--- src/rtl/uart_pkg.sv ---
// ----------------------------------------------------------------------------
// uart_pkg
// Shared UART definitions used by the receive path (and the transmit path
// that will follow it).
//   uart_state_e  : frame FSM state encoding
//   PARITY_EVEN   : parity sense value for even parity
//   PARITY_ODD    : parity sense value for odd parity
//   parity_of     : XOR-reduce helper over a data word
// ----------------------------------------------------------------------------
package uart_pkg;

    typedef enum logic [2:0] {
        ST_IDLE      = 3'd0,
        ST_START     = 3'd1,
        ST_DATA      = 3'd2,
        ST_PARITY    = 3'd3,
        ST_STOP      = 3'd4,
        ST_WAIT_IDLE = 3'd5
    } uart_state_e;

    localparam logic PARITY_EVEN = 1'b0;
    localparam logic PARITY_ODD  = 1'b1;

    localparam int MAX_DATA_BITS = 9;

    function automatic logic parity_of(input logic [MAX_DATA_BITS-1:0] word);
        return ^word;
    endfunction

endpackage

--- src/rtl/uart_rx_sync.sv ---
// ----------------------------------------------------------------------------
// uart_rx_sync
// Two-flop synchronizer for the asynchronous serial input. Resets to 1 so
// the receiver sees an idle line while reset is applied.
//   clk    in  system clock
//   reset  in  synchronous active-high reset
//   d      in  asynchronous input
//   q      out synchronized output
// ----------------------------------------------------------------------------
module uart_rx_sync (
    input  logic clk,
    input  logic reset,
    input  logic d,
    output logic q
);

    logic [1:0] sync_q;

    always_ff @(posedge clk) begin
        if (reset) begin
            sync_q <= 2'b11;
        end else begin
            sync_q <= {sync_q[0], d};
        end
    end

    assign q = sync_q[1];

endmodule

--- src/rtl/uart_rx_frame.sv ---
// ----------------------------------------------------------------------------
// uart_rx_frame
// Parametrised UART receiver. Oversamples rx with the shared s_tick enable,
// assembles DATA_BITS data bits LSB first, optionally checks parity, checks
// STOP_BITS stop bits, rejects false starts and detects break. Completed
// frames are held in a valid/ready register with their error flags.
//
// Ports
//   clk         in   system clock
//   reset       in   synchronous active-high reset
//   s_tick      in   oversampling enable, OVERSAMPLE pulses per bit
//   rx          in   asynchronous serial input, idle high
//   rx_data     out  received data word (valid while rx_valid=1)
//   rx_valid    out  holding register contains an unread frame
//   rx_ready    in   consumer accepts rx_data when rx_valid=1
//   parity_err  out  parity mismatch for the held frame
//   frame_err   out  a stop bit was sampled low for the held frame
//   overrun     out  one-clk pulse, frame dropped because the holder was full
//   break_det   out  one-clk pulse, break condition detected
//   busy        out  FSM not in IDLE
//
// State table
//   state        | meaning
//   ST_IDLE      | line idle, waiting for a falling edge
//   ST_START     | qualifying the start bit at its mid point
//   ST_DATA      | sampling DATA_BITS data bits
//   ST_PARITY    | sampling the parity bit
//   ST_STOP      | sampling STOP_BITS stop bits, frame completes on the last
//   ST_WAIT_IDLE | framing error seen, waiting for the line to return high
// ----------------------------------------------------------------------------
module uart_rx_frame
    import uart_pkg::*;
#(
    parameter int DATA_BITS  = 8,
    parameter int OVERSAMPLE = 16,
    parameter int STOP_BITS  = 1,
    parameter int PARITY_EN  = 0,
    parameter int PARITY_ODD = 0
) (
    input  logic                 clk,
    input  logic                 reset,
    input  logic                 s_tick,
    input  logic                 rx,
    output logic [DATA_BITS-1:0] rx_data,
    output logic                 rx_valid,
    input  logic                 rx_ready,
    output logic                 parity_err,
    output logic                 frame_err,
    output logic                 overrun,
    output logic                 break_det,
    output logic                 busy
);

    localparam int CW = $clog2(OVERSAMPLE);
    localparam int NW = 4;

    localparam logic [CW-1:0] CNT_HALF  = CW'(OVERSAMPLE / 2 - 1);
    localparam logic [CW-1:0] CNT_LAST  = CW'(OVERSAMPLE - 1);
    localparam logic [NW-1:0] DATA_LAST = NW'(DATA_BITS - 1);
    localparam logic [NW-1:0] STOP_LAST = NW'(STOP_BITS - 1);

    // Parity error is the XOR of data and parity bit, inverted for odd parity.
    localparam logic PAR_SENSE = (PARITY_ODD != 0) ? uart_pkg::PARITY_ODD
                                                   : uart_pkg::PARITY_EVEN;

    logic rxs;

    uart_state_e          state_q, state_d;
    logic [CW-1:0]        cnt_q, cnt_d;
    logic [NW-1:0]        n_q, n_d;
    logic [DATA_BITS-1:0] shift_q, shift_d;
    logic                 perr_q, perr_d;
    logic                 ferr_q, ferr_d;
    logic                 zero_q, zero_d;
    logic                 frame_done;

    logic [DATA_BITS-1:0] data_q, data_d;
    logic                 valid_q, valid_d;
    logic                 perr_out_q, perr_out_d;
    logic                 ferr_out_q, ferr_out_d;
    logic                 overrun_q, overrun_d;
    logic                 break_q, break_d;

    uart_rx_sync u_sync (
        .clk   (clk),
        .reset (reset),
        .d     (rx),
        .q     (rxs)
    );

    always_ff @(posedge clk) begin
        if (reset) begin
            state_q    <= ST_IDLE;
            cnt_q      <= '0;
            n_q        <= '0;
            shift_q    <= '0;
            perr_q     <= 1'b0;
            ferr_q     <= 1'b0;
            zero_q     <= 1'b0;
            data_q     <= '0;
            valid_q    <= 1'b0;
            perr_out_q <= 1'b0;
            ferr_out_q <= 1'b0;
            overrun_q  <= 1'b0;
            break_q    <= 1'b0;
        end else begin
            state_q    <= state_d;
            cnt_q      <= cnt_d;
            n_q        <= n_d;
            shift_q    <= shift_d;
            perr_q     <= perr_d;
            ferr_q     <= ferr_d;
            zero_q     <= zero_d;
            data_q     <= data_d;
            valid_q    <= valid_d;
            perr_out_q <= perr_out_d;
            ferr_out_q <= ferr_out_d;
            overrun_q  <= overrun_d;
            break_q    <= break_d;
        end
    end

    // Frame FSM. zero_q tracks whether every sample since the start bit was 0,
    // which is the break condition once the last stop bit is in.
    always_comb begin
        state_d    = state_q;
        cnt_d      = cnt_q;
        n_d        = n_q;
        shift_d    = shift_q;
        perr_d     = perr_q;
        ferr_d     = ferr_q;
        zero_d     = zero_q;
        frame_done = 1'b0;

        case (state_q)
            ST_IDLE: begin
                if (!rxs) begin
                    state_d = ST_START;
                    cnt_d   = '0;
                end
            end

            ST_START: begin
                if (s_tick) begin
                    if (cnt_q == CNT_HALF) begin
                        if (rxs) begin
                            state_d = ST_IDLE;
                            cnt_d   = '0;
                        end else begin
                            state_d = ST_DATA;
                            cnt_d   = '0;
                            n_d     = '0;
                            perr_d  = 1'b0;
                            ferr_d  = 1'b0;
                            zero_d  = 1'b1;
                        end
                    end else begin
                        cnt_d = cnt_q + 1'b1;
                    end
                end
            end

            ST_DATA: begin
                if (s_tick) begin
                    if (cnt_q == CNT_LAST) begin
                        cnt_d   = '0;
                        shift_d = {rxs, shift_q[DATA_BITS-1:1]};
                        zero_d  = zero_q & ~rxs;
                        if (n_q == DATA_LAST) begin
                            n_d     = '0;
                            state_d = (PARITY_EN != 0) ? ST_PARITY : ST_STOP;
                        end else begin
                            n_d = n_q + 1'b1;
                        end
                    end else begin
                        cnt_d = cnt_q + 1'b1;
                    end
                end
            end

            ST_PARITY: begin
                if (s_tick) begin
                    if (cnt_q == CNT_LAST) begin
                        cnt_d   = '0;
                        n_d     = '0;
                        perr_d  = parity_of(MAX_DATA_BITS'(shift_q)) ^ rxs ^ PAR_SENSE;
                        zero_d  = zero_q & ~rxs;
                        state_d = ST_STOP;
                    end else begin
                        cnt_d = cnt_q + 1'b1;
                    end
                end
            end

            ST_STOP: begin
                if (s_tick) begin
                    if (cnt_q == CNT_LAST) begin
                        cnt_d  = '0;
                        ferr_d = ferr_q | ~rxs;
                        zero_d = zero_q & ~rxs;
                        if (n_q == STOP_LAST) begin
                            n_d        = '0;
                            frame_done = 1'b1;
                            state_d    = ferr_d ? ST_WAIT_IDLE : ST_IDLE;
                        end else begin
                            n_d = n_q + 1'b1;
                        end
                    end else begin
                        cnt_d = cnt_q + 1'b1;
                    end
                end
            end

            ST_WAIT_IDLE: begin
                // A line held low must not look like a fresh start bit.
                if (rxs) begin
                    state_d = ST_IDLE;
                end
            end

            default: begin
                state_d = ST_IDLE;
                cnt_d   = '0;
                n_d     = '0;
            end
        endcase
    end

    // Holding register. A completion in the same clk as an accept refills
    // the register; a completion against an unaccepted frame is dropped.
    always_comb begin
        data_d     = data_q;
        valid_d    = valid_q;
        perr_out_d = perr_out_q;
        ferr_out_d = ferr_out_q;
        overrun_d  = 1'b0;
        break_d    = 1'b0;

        if (frame_done) begin
            break_d = zero_d;
            if (valid_q && !rx_ready) begin
                overrun_d = 1'b1;
            end else begin
                data_d     = shift_q;
                perr_out_d = perr_q;
                ferr_out_d = ferr_d;
                valid_d    = 1'b1;
            end
        end else if (valid_q && rx_ready) begin
            valid_d = 1'b0;
        end
    end

    assign rx_data    = data_q;
    assign rx_valid   = valid_q;
    assign parity_err = perr_out_q;
    assign frame_err  = ferr_out_q;
    assign overrun    = overrun_q;
    assign break_det  = break_q;
    assign busy       = (state_q != ST_IDLE);

endmodule

--- config.mk ---
export PLATFORM = sky130hd
export DESIGN_NAME = uart_rx_frame
export DESIGN_NICKNAME = d
export VERILOG_FILES = /design/src/rtl/uart_pkg.sv /design/src/rtl/uart_rx_sync.sv /design/src/rtl/uart_rx_frame.sv
export SDC_FILE = /design/constraint.sdc
export NUM_CORES = 1
export LEC_CHECK = 0
export ABC_AREA = 1
export ABC_CLOCK_PERIOD_IN_PS = 3140
export CORE_ASPECT_RATIO = 1.4
export CORE_UTILIZATION = 34
export CTS_CLUSTER_SIZE = 14
export DETAILED_ROUTE_END_ITERATION = 8
export PLACE_DENSITY = 0.51
export SYNTH_ARGS = -nofsm -noshare
export SYNTH_HDL_FRONTEND = slang
export SYNTH_HIERARCHICAL = 1
export SYNTH_SLANG_ARGS = --single-unit
--- constraint.sdc ---
create_clock -name clk -period 3.14 [get_ports clk]
set_input_delay 0.471 -clock clk [delete_from_list [all_inputs] [get_ports clk]]
set_output_delay 0.471 -clock clk [all_outputs]
set_load 0.03 [all_outputs]
==> results.md, run 1 <==
- Max Slew Vio Count: 0
- Sw Share: 32.33%
- Reg2reg start: cnt_q[0]$_SDFFE_PP0P_
- Synth cell types: 28
- Clock Sinks: 37
- Overall Power: around 1.3 mW
- Core Rows: 31
- Main area contributors after synthesis: dfxtp_1 39%, nand2_1 11%, a21oi_1 7.6%
- Synth Flop Type: dfxtp_1
- Fill count: 589
- Chip height: around 91 µm
- Syn Inst Count: about 260
- Post-Place Cells: 342
- Via density: around 4.8
- Startpoint Class: register
- Die ar.: around 6000 µm²
- Synthesized flop and latch total: 37
- Setup crit start: state_q[1]$_SDFFE_PP0P_
- Clk Tree Root Cell: clkbuf_8
- Max VDD drop: approximately 0.29 mV
- Async SR Flop Fraction: 0%
- Vias in the first global route: 1645
- Via count of the routed design: between 1500 and 2000
- Routability cong.: around 0.84
- Dpl hpwl: 3.091 mm
- Fin cells: 350
- Power Internal: between 800 and 900 µW
- Number of buffers created by CTS: 5
- DRT iter0 DRCs: 93
- Critical path required time: 2.67 ns
- Antenna viol nets, final: 0
- Max-Cap Viols: 0
- Synth area leader: dfxtp_1
- Initial antenna violation count: 0
- Sequential area share after synthesis: between 30% and 40%
- Design Area, Final: 2248 µm²
- Worst-path maximum fanout: 5
- Pre-antenna DRT Iters: 4
- CTS tree: yes
- Final worst-path cycle share: roughly 69%
- Die width: roughly 65 µm
- Post-CTS Setup Bufs: 0
- Port bufs: 18
- Syn. warnings: 6
- Initial Util: 36.08%
- First-pass GRT wire length: between 7 and 8 mm
- Share of the synthesized area in the top cell type: between 30% and 40%
- Avg Inst Size Synth: slightly above 7 µm²
- Global Route Usage Sum: 15.83%
- Cell leakage power: approximately 0.93 nW
- Comb pwr share: between 20% and 30%
- Longest Clk Path Bufs: 2
- I/O pin cnt: 19
- Largest net degree at the start of global routing: 25
- Final hold vios: 0
- Slew @ Worst Pin: between 0.7 and 0.8 ns
- Final Util: ~43%
- Power Dens Cells: 561.8 nW/µm²
- Max Fclk: 459.7 MHz
- Number of synthesized flops with an enable pin: 0
- Setup TNS: 0 ns
- Area after DPL: 2128 µm²
- Hold WC Path Type: register to register
- Clock power frac: roughly 35%
- Reg clk slew, reported paths: ~0.080 ns
- Resize count post-CTS: 0
- Sequential share of power: roughly two fifths
- Min Clock Period, post-route: roughly 2.2 ns
- Setup CP Type: register to primary output
- Final Skew: slightly below 0.008 ns
- Outcome: completed
- Area growth, synth to finish: 18.15%
- CORE AREA: roughly 5300 µm²
- Synth Net Count: about 270
- Diode count: 0
- Htree depth: 2
- Post-route DRC: 0
- Final Net Count: roughly 290
- Final wirelength: 4.205 mm
- Cell Area, Synth: between 1500 and 2000 µm²
- Final setup fails: 0
- Count leader, synth: nand2_1
- # hold bufs at CTS: 0
- Share of cells above drive strength 1: between 10% and 20%
- Total gr overflow: 0
- Arrival time worst endpoint: between 1.5 and 2 ns
- RSZ-0062 raised after global routing: false
- Synth cell count leaders: 54 x nand2_1, 37 x dfxtp_1, 34 x inv_1, 29 x a21oi_1, 24 x o21ai_0
- Crit. End Element: primary output
- Clk_lat worst skew: slightly below 0.3 ns
- Max-slew headroom: between 40 and 50%
- Switch Pwr: around 410 µW
- Routed wire per std cell: about 12 µm
- Critical hold path startpoint: u_sync/sync_q[0]$_SDFF_PP1_
[routing by layer]
metal  global-route usage (%)  part of all wire, %
met4                    7.790                  3.3
met3                    2.904                  2.7
met1                    18.12                   44
met2                    27.32                   50
met5                        0                    0
[power groups by stage]
stage,combinational (mW),sequential [mW],clock [mW]
floorplan,0.245,0.522,0
global placement,0.312,0.527,0
detailed placement,0.311,0.527,0
CTS,0.311,0.516,0.454
global route,0.353,0.521,0.470
finish,0.310,0.516,0.437
[area by class of cell]
class | count | area (µm²) | area share [%]
Multi-Input combinational cell | 183 | 982.2 | 43.68
Sequential cell | 37 | 740.7 | 32.94
Timing Repair Buffer | 18 | 180.2 | 8.013
Inverter | 38 | 142.6 | 6.344
Clock buffer | 6 | 82.58 | 3.673
Tap cell | 66 | 82.58 | 3.673
Clock inverter | 2 | 37.54 | 1.669
[layout by cell type, fill, tap and decap left out, types with 6 or more instances in the layout]
cell type	netlist	routed
dfxtp_1	37	37
nor2_1	21	21
nand3_1	11	11
nand2_1	54	54
inv_1	34	34
o21ai_0	24	24
clkdlybuf4s50_1	0	18
clkbuf_8	0	6
a21oi_1	29	29
[critical path, cell delays in order, from the launching register on]
cell,delay (ns)
dfxtp_1,0.41
inv_2,0.10
nand2_2,0.13
nor2_2,0.07
inv_1,0.06
clkdlybuf4s50_1,0.65
[cell families (layout without fill, tap and decap cells)]
kind of cell / count (synthesis) / count (layout) / synth area share [%]
simple gates: 113 / 113 / 29.39
compound gates: 65 / 65 / 19.33
buf+inv: 43 / 64 / 9.467
flops: 37 / 37 / 38.92
fa+ha+maj: 3 / 3 / 1.973
xor+xnor: 2 / 2 / 0.9206
[sequential cells by signal (all words and copies together) (netlist names)]
name and cells:
ferr_q 1, break_det 1, u_sync/sync_q 2, overrun 1
rx_data 8, parity_err 1, shift_q 8, rx_valid 1
cnt_q 4, state_q 3, frame_err 1, perr_q 1
zero_q 1, n_q 4
[path summary, 6_finish.rpt]
kind                                 endpoint  slack, ns  cells after the start
setup / recovery                         busy       0.96                      5
hold / removal    u_sync/sync_q[1]$_SDFF_PP1_       0.42                      2
setup reg to reg      rx_data[6]$_SDFFE_PP0P_       1.32                      7
hold reg to reg   u_sync/sync_q[1]$_SDFF_PP1_       0.42                      2
[stage by stage]
step	worst slack, ns	hold WS, ns
final	0.9646	0.4247
after global routing	0.8539	0.4458
after CTS	0.9396	0.4415
after detailed placement	0.8995	0.4156
after global placement	0.9228	0.4056
after floorplan	1.657	0.3865
No activity file was read; power rests on OpenSTA's default activity.
==> inputs of run 2 (changes only) <==
--- a/config.mk
+++ b/config.mk
@@ -6,12 +6,12 @@
 export NUM_CORES = 1
 export LEC_CHECK = 0
 export ABC_AREA = 1
-export ABC_CLOCK_PERIOD_IN_PS = 3140
+export ABC_CLOCK_PERIOD_IN_PS = 1900
 export CORE_ASPECT_RATIO = 1.4
 export CORE_UTILIZATION = 34
 export CTS_CLUSTER_SIZE = 14
 export DETAILED_ROUTE_END_ITERATION = 8
-export PLACE_DENSITY = 0.51
+export PLACE_DENSITY = 0.53
 export SYNTH_ARGS = -nofsm -noshare
 export SYNTH_HDL_FRONTEND = slang
 export SYNTH_HIERARCHICAL = 1
==> constraint.sdc (replaced) <==
create_clock -name clk -period 1.9 [get_ports clk]
set_input_delay 0.285 -clock clk [delete_from_list [all_inputs] [get_ports clk]]
set_output_delay 0.285 -clock clk [all_outputs]
set_load 0.03 [all_outputs]
==> results.md, run 2 (synthesis results as in run 1) <==
- # hold bufs at CTS: 0 (unchanged)
- Crit. End Element: primary output (unchanged)
- Comb pwr share: 26.4% (was 24.6%)
- Area growth, synth to finish: 18.93% (was 18.15%)
- Final worst-path cycle share: 90.64%
- Final hold vios: 0 (unchanged)
- Reg2reg start: cnt_q[0]$_SDFFE_PP0P_ (unchanged)
- Hold EP: u_sync/sync_q[1]$_SDFF_PP1_ (unchanged)
- Final Skew: 0.004886 ns (was 0.007776 ns)
- Setup crit start: state_q[0]$_SDFFE_PP0P_ (was state_q[1]$_SDFFE_PP0P_)
- Reg clk slew, reported paths: 0.07 ns (was 0.08 ns)
- Worst-path maximum fanout: 5 (unchanged)
- Dpl hpwl: 2.928 mm (was 3.091 mm)
- Slew @ Worst Pin: 0.3445 ns (was 0.7624 ns)
- First-pass GRT wire length: 6.782 mm (was 7.376 mm)
- Die width: 65.23 µm (unchanged)
- Setup TNS: 0 ns (unchanged)
- Sw Share: 33.09% (was 32.33%)
- Arrival time worst endpoint: 1.44 ns (was 1.70 ns)
- Min Clock Period, post-route: between 1.5 and 2 ns
- Core Rows: 31 (unchanged)
- Power Internal: 1.270 mW (was 854.7 µW)
- Htree depth: 2 (unchanged)
- Max VDD drop: 0.4614 mV (was 0.2872 mV)
- Via density: 4.655 (was 4.757)
- CORE AREA: 5275 µm² (unchanged)
- Most common cell after layout, fill and taps aside: nand2_1 (unchanged)
- Clock Sinks: 37 (unchanged)
- Max-Cap Viols: 0 (unchanged)
- I/O pin cnt: 19 (unchanged)
- Routed wire per std cell: 11.08 µm (was 12.01 µm)
- Total gr overflow: 0 (unchanged)
- Cell count of the worst hold path: 2 (unchanged)
- Antenna viol nets, final: 0 (unchanged)
- Max Fclk: 580.7 MHz
- Power Dens Cells: 838.3 nW/µm² (was 561.8 nW/µm²)
- Setup CP Type: register to primary output (unchanged)
- Final Util: 42.91% (was 42.62%)
- Critical hold path startpoint: u_sync/sync_q[0]$_SDFF_PP1_ (unchanged)
- Post-route DRC: 0 (unchanged)
- R2r endpoint: n_q[3]$_SDFFE_PP0P_ (was rx_data[6]$_SDFFE_PP0P_)
- Max Slew Vio Count: 0 (unchanged)
- Final setup fails: 0 (unchanged)
- Cell leakage power: 0.9489 nW (was 0.9320 nW)
- Critical path required time: 1.62 ns (was 2.67 ns)
- Switch Pwr: 628.0 µW (was 408.4 µW)
- RSZ-0062 raised after global routing: false (unchanged)
- Largest net degree at the start of global routing: 25 (unchanged)
- Chip height: 90.52 µm (unchanged)
- Max-slew headroom: 76.96% (was 49.12%)
- Sequential share of power: 44.9% (was 40.8%)
- Outcome: completed (unchanged)
- Longest Clk Path Bufs: 2 (unchanged)
- R2R setup slack: 0.25 ns (was 1.32 ns)
- DRT iter0 DRCs: 100 (was 93)
- Global Route Usage Sum: 14.72% (was 15.83%)
- Port bufs: 18 (unchanged)
- Commonest non-fill, non-tap cells in the layout: 54 x nand2_1, 37 x dfxtp_1, 34 x inv_1 (unchanged)
- Final wirelength: 3.923 mm (was 4.205 mm)
- Fin cells: 354 (was 350)
- Via count of the routed design: 1648 (was 1665)
- Post-Place Cells: 345 (was 342)
- Vias in the first global route: 1573 (was 1645)
- Hold WC Path Type: register to register (unchanged)
- Clock power frac: 28.7% (was 34.6%)
- Final WS setup: 0.1779 ns (was 0.9646 ns)
- Overall Power: 1.897 mW (was 1.263 mW)
- Share of cells above drive strength 1: 14.24% (was 13.38%)
- Die ar.: 5905 µm² (unchanged)
- Place WS: 0.02895 ns (was 0.8995 ns)
- Initial Util: 36.08% (unchanged)
- Number of buffers created by CTS: 5 (unchanged)
- Diode count: 0 (unchanged)
- Final Net Count: 296 (was 291)
- R2R depth: 8 (was 7)
- Pre-antenna DRT Iters: 4 (unchanged)
- Clk_lat worst skew: 0.29 ns (about the same)
- Startpoint Class: register (unchanged)
- Routability cong.: 0.8406 (was 0.8360)
- Initial antenna violation count: 0 (unchanged)
- Clk Tree Root Cell: clkbuf_8 (unchanged)
- CTS tree: yes (unchanged)
## run 2: cell count changes in the layout (fill, tap and decap cells not counted)
cell / change
buf_4: +4
clkinvlp_4: -1
dlygate4sd2_1: +1
buf_12: +1
bufinv_16: -1
clkdlybuf4s50_1: -1
clkbuf_1: +1
## run 2: metal layers
layer	up-vias	global-route usage [%]	wire [µm]	part of all wire [%]
met5	-	0	0	0
met4	0	8.514	114	2.9
met3	8	2.652	79	2.0
li1	897	-	-	-
met2	17	25.52	2020	51
met1	726	16.24	1708	44
## run 2: cell type report
type / count / area [µm²]
Fill cell: 581 / 3012
Multi-Input combinational cell: 183 / 982.2
Sequential cell: 37 / 740.7
Timing Repair Buffer: 23 / 229.0
Inverter: 38 / 142.6
Clock buffer: 7 / 86.33
Tap cell: 66 / 82.58
## run 2: how the worst max path moves through the flow
stage	end	slack, ns	depth (start not counted)
4_1_cts	busy	0.15	5
2_1_floorplan	n_q[3]$_SDFFE_PP0P_	0.42	8
3_3_place_gp	cnt_q[1]$_SDFFE_PP0P_	0.06	7
5_1_grt	n_q[1]$_SDFFE_PP0P_	0.04	8
6_report	busy	0.18	5
3_5_place_dp	frame_err$_SDFFE_PP0P_	0.03	5
## run 2: repair_timing
item | 4_1_cts | 5_1_grt
pin swaps | 0 | 1
cloned | 0 | 0
resized for setup | 1 | 0
setup buffers | 0 | 2
endpoints found under the setup margin | 1 | 3
## run 2: stage by stage
stage / hold slack [ns] / instance area [µm²]
after floorplan: 0.3698 / 1903
after detailed placement: 0.4135 / 2151
after CTS: 0.4298 / 2236
after global placement: 0.4152 / 2151
after global routing: 0.4345 / 2263
final: 0.4223 / 2263
## run 2: power by group through the flow
stage                     Clock (mW)  Sequential [mW]  Combinational (mW)
after floorplan                    0            0.862               0.405
after detailed placement           0            0.871               0.513
after global routing           0.598            0.858               0.568
after CTS                      0.573            0.853               0.508
after global placement             0            0.871               0.515
final                          0.545            0.852               0.501
## run 2: critical path: stages, from the launching register on
cell	delay (ns)
dfxtp_1	0.43
inv_2	0.10
nand2_2	0.12
nor2_2	0.07
inv_1	0.06
dlygate4sd2_1	0.38
